$ cat config.mk
export PLATFORM = sky130hd
export DESIGN_NAME = inst_fetch_unit
export DESIGN_NICKNAME = d
export VERILOG_FILES = /design/src/rtl/inst_fetch_unit.sv
export SDC_FILE = /design/constraint.sdc
export NUM_CORES = 1
export LEC_CHECK = 0
export CORE_AREA = 4 4 133 84
export CTS_CLUSTER_DIAMETER = 60
export DETAILED_ROUTE_END_ITERATION = 8
export DIE_AREA = 0 0 137 88
export PLACE_DENSITY = 0.85
export SETUP_SLACK_MARGIN = 0.15
export SYNTH_ARGS = -nofsm -noshare
export SYNTH_HDL_FRONTEND = slang
export SYNTH_SLANG_ARGS = --single-unit
export TNS_END_PERCENT = 20
$ cat constraint.sdc
create_clock -name clk -period 6.1 [get_ports clk]
set_clock_uncertainty 0.1 [all_clocks]
set_input_delay 1.22 -clock clk [delete_from_list [all_inputs] [get_ports clk]]
set_output_delay 1.22 -clock clk [all_outputs]
set_load 0.05 [all_outputs]
$ cat src/rtl/inst_fetch_unit.sv
// Instruction fetch unit: owns the PC, fetches one word at a time and presents it to decode.
// Define IFU_MISALIGN_CHECK_EN to trap misaligned redirect targets in a sticky FAULT state.
module inst_fetch_unit #(
  parameter logic [31:0] RESET_PC = 32'h8000_0000
) (
  input  logic        clk,
  input  logic        rst,
  output logic        imem_req_valid,
  input  logic        imem_req_ready,
  output logic [31:0] imem_req_addr,
  input  logic        imem_rsp_valid,
  input  logic [31:0] imem_rsp_data,
  output logic        inst_valid,
  input  logic        inst_ready,
  output logic [31:0] inst,
  output logic [31:0] inst_pc,
  input  logic        redirect_valid,
  input  logic [31:0] redirect_pc,
  input  logic        halt,
  output logic        fault
);

  typedef enum logic [2:0] {
    IDLE,
    FETCH,
    WAIT,
    HOLD,
    HALTED
`ifdef IFU_MISALIGN_CHECK_EN
    , FAULT
`endif
  } state_e;

  state_e      state_q, state_d;
  logic [31:0] pc_q, pc_d;
  logic [31:0] inst_q, inst_d;
  logic [31:0] inst_pc_q, inst_pc_d;

  // Only one request is ever outstanding, so the PC register doubles as the request address.
  always_comb begin
    state_d   = state_q;
    pc_d      = pc_q;
    inst_d    = inst_q;
    inst_pc_d = inst_pc_q;
    case (state_q)
      IDLE:  state_d = FETCH;
      FETCH: begin
        if (imem_req_ready) state_d = WAIT;
      end
      WAIT: begin
        if (imem_rsp_valid) begin
          inst_d    = imem_rsp_data;
          inst_pc_d = pc_q;
          state_d   = HOLD;
        end
      end
      HOLD: begin
        if (inst_ready) begin
          if (halt) begin
            state_d = HALTED;
          end else if (redirect_valid) begin
`ifdef IFU_MISALIGN_CHECK_EN
            if (redirect_pc[1:0] != 2'b00) begin
              state_d = FAULT;
            end else begin
              pc_d    = redirect_pc;
              state_d = FETCH;
            end
`else
            pc_d    = redirect_pc & ~32'h3;
            state_d = FETCH;
`endif
          end else begin
            pc_d    = pc_q + 32'd4;
            state_d = FETCH;
          end
        end
      end
      default: state_d = state_q;
    endcase
  end

  always_ff @(posedge clk or posedge rst) begin
    if (rst) begin
      state_q   <= IDLE;
      pc_q      <= RESET_PC;
      inst_q    <= '0;
      inst_pc_q <= '0;
    end else begin
      state_q   <= state_d;
      pc_q      <= pc_d;
      inst_q    <= inst_d;
      inst_pc_q <= inst_pc_d;
    end
  end

  assign imem_req_valid = (state_q == FETCH);
  assign imem_req_addr  = pc_q;
  assign inst_valid     = (state_q == HOLD);
  assign inst           = inst_q;
  assign inst_pc        = inst_pc_q;

`ifdef IFU_MISALIGN_CHECK_EN
  // FAULT is only left through reset, so decoding it from the state register makes fault sticky.
  assign fault = (state_q == FAULT);
`else
  assign fault = 1'b0;
`endif

endmodule

==> impl_results.md <==
- Leak Pwr: 2.696 nW
- Worst slew pin tran: 1.133 ns
- Crit path max-delay family: buffers and inverters
- Post-Synth XOR/XNOR Area: 0%
- Initial DRC count: around 280
- Slowest-stage cell, CP: clkdlybuf4s50_1
- Hold_ws: 0.3834 ns
- GRT Total Usage: about 23%
- CTS clk-pin slew, worst paths: about 0.070 ns
- Final Slew Violations: 0
- PD cells: 541.6 nW/um^2
- Hold Startpoint: inst_pc[9]$_DFFE_PP0P_
- Antenna fix cells: 0
- DRC viols: 0
- Crit path max fanout: 13
- Adder-Cell Fraction of Synth Area: less than 1%
- Top FF cell, synth: dfrtp_1
- Post-detail-place hpwl: approximately 9500 um
- Root Buffer: clkbuf_16
- Die W: between 100 and 150 um
- Port buffer count: 162
- Final Cycle Share: 57.94%
- Simple-gate area share of the yosys netlist: 15.66%
- Mux cell area share after synthesis: between 10% and 20%
- DRT Pass-1 Iters: 5
- P&R area growth vs syn: 40.64%
- Vias/cell: roughly 5.8
- Pwr Total: 3.616 mW
- Commonest non-fill, non-tap cell in the layout: clkdlybuf4s50_1
- Total core area: slightly below 10000 um^2
- Sink Count: 95
- WP buf/inv: 2
- Placed instance area: approximately 6400 um^2
- CP Class: reg -> out
- Detailed Route WL: around 13000 um
- Cell variety after synth: 60
- CP Launch Type: flip-flop
- Worst flop-to-flop path startpoint: state_q[1]$_DFFE_PP0P_
- RSZ-0062 raised after global routing: false
- Synthesized flop and latch total: 95
- Largest net degree at the start of global routing: 64
- Post-synthesis sequential area ratio: about half
- DIE AREA: about 12000 um^2
- Mapped Area: 4747 um^2
- Post-CTS setup buffers: 0
- Final Hold Fails: 0
- Peak supply drop: a little over 0.4 mV
- H-tree depth: 3
- Reg2Reg Depth: 4
- Mean routed wirelength per cell: 18.90 um
- Via count: about 4000
- GP Congestion: 0.8057
- Yosys top cell by area: dfrtp_1
- Avg Inst Size Synth: between 10 and 15 um^2
- Async set or reset register ratio after synthesis: 100.0%
- Initial Utilization: 48.39%
- Levels on crit path: 3
- Largest family of logic cells by synthesized area: multiplexers
- Max transition margin: 24.17%
- Post-Route Setup TNS: 0 ns
- Worst r2r dst: inst_pc[8]$_DFFE_PP0P_
- Cts bufs inserted: 9
- Crit path capture type: output port
- CP max stage delay: just over 0.8 ns
- Crit path required time: roughly 4.8 ns
- FMAX: between 200 and 300 MHz
- Initial antenna violation count: 0
- Reg2Reg Setup Slack: roughly 3.6 ns
- Synth Instances: 420
- Grt total ovfl: 0
- Worst hold path type: reg -> reg
- Final Cell Area: 6676 um^2
- Number of hold buffers added after cts: 0
- End of the worst hold path: inst_pc[9]$_DFFE_PP0P_
- Layout cells sized above 1: roughly 7.2%
- Warnings from Yosys: 0
- Critical Path AT: 2.21 ns
- Result of the run: finished clean
- First-pass GRT wire length: 21470 um
- Post-synth EDFFs: 0
- Nets: about 640
- Clk_lat worst skew: 0.34 ns
- Crit path cell chain: nand3b_2 > inv_1 > clkdlybuf4s50_1
- Max_cap viols: 0
- Clock buffer depth: 2
- Post-route minimum period: ~3.5 ns
- Post-synth top area share: ~50%
- Die H: approximately 88 um
- I/O pin cnt: 170
- CTS tree: yes
- Site Rows: 28
- Most frequent cells in the layout: clkdlybuf4s50_1, dfrtp_1, mux2_1, nand2_1, nor2_1
- Post-synthesis compound-gate area fraction: 12.39%
- Post-CTS Resized: 0
- # fillers: roughly 720
- Setup violators final: 0
- Synth top area cells: dfrtp_1, mux2_1, nand4_1
- Antenna-violating nets left: 0
- Hold Path Depth: 1
- Vias in the first global route: approximately 4000
==> routing by layer <==
layer | share of wire [%] | vias to the layer above | track usage [%]
li1 | - | 1865 | -
met1 | 44 | 2025 | 30.91
met2 | 47 | 191 | 36.51
met3 | 9.1 | 5 | 6.889
met4 | 0.40 | 0 | 3.351
met5 | 0 | - | 0
==> flip-flops by register name (all words and copies together) (netlist names) <==
register and cells:
state_q 3, imem_req_addr 30, inst_pc 30, inst 32
==> worst max path at each step <==
stage / startpoint / endpoint / slack (ns)
2_1_floorplan: rst / imem_req_addr[10]$_DFFE_PP0P_ / 2.30
5_1_grt: state_q[2]$_DFFE_PP0P_ / inst_valid / 2.45
4_1_cts: state_q[2]$_DFFE_PP0P_ / inst_valid / 2.55
3_5_place_dp: imem_rsp_valid / inst_pc[6]$_DFFE_PP0P_ / 2.42
6_report: state_q[2]$_DFFE_PP0P_ / inst_valid / 2.57
3_3_place_gp: halt / imem_req_addr[21]$_DFFE_PP0P_ / 2.48
==> where the power goes <==
group | switching, mW | leakage (nW) | internal [mW] | total [mW]
registers | 0.243 | 1.15 | 0.890 | 1.13
logic | 1.26 | 1.41 | 0.662 | 1.92
clock network | 0.246 | 0.143 | 0.319 | 0.565
total | 1.74 | 2.70 | 1.87 | 3.62
==> cell type report <==
| cell class | instances | area (um^2) | area share, % |
|---|---|---|---|
| clock buffers | 9 | 225.2 | 3.373 |
| clock inverters | 6 | 71.32 | 1.068 |
| inverters | 9 | 36.28 | 0.5435 |
| multi-input cells | 285 | 2137 | 32.01 |
| flip-flops and latches | 95 | 2379 | 35.63 |
| well taps | 135 | 168.9 | 2.530 |
| repair buffers | 166 | 1659 | 24.85 |
==> cells in the mapped netlist, types with 3 or more instances <==
library cell	instances
dfrtp_1	94
mux2_1	60
nand2_1	20
nor2_1	20
nand3_1	18
o21ai_0	17
nand4_1	16
clkbuf_1	15
a21oi_1	11
nor4_1	11
nor3_1	10
inv_1	8
and4_1	7
buf_6	7
mux2_2	7
buf_2	6
o31ai_1	6
a2bb2oi_1	5
buf_4	5
a211oi_1	4
a311oi_1	4
and2_1	4
nor2b_1	4
o21bai_1	4
o2bb2ai_1	4
a22oi_1	3
a31oi_1	3
a32oi_1	3
and3_1	3
nand2b_1	3
==> cells by family after synthesis <==
group,after synthesis
mux,69
other cells,1
buf+inv,44
compound gates,82
flops,95
fa+ha+maj,1
simple gates,128
==> metrics by stage <==
step | std cells | setup slack [ns] | utilization (%)
finish | 705 | 2.566 | 68.06
floorplan | 424 | 2.305 | -
global placement | 690 | 2.482 | 65.04
CTS | 705 | 2.554 | 68.06
detailed placement | 690 | 2.419 | 65.04
global route | 705 | 2.450 | 68.06
No activity file was read; power rests on OpenSTA's default activity.
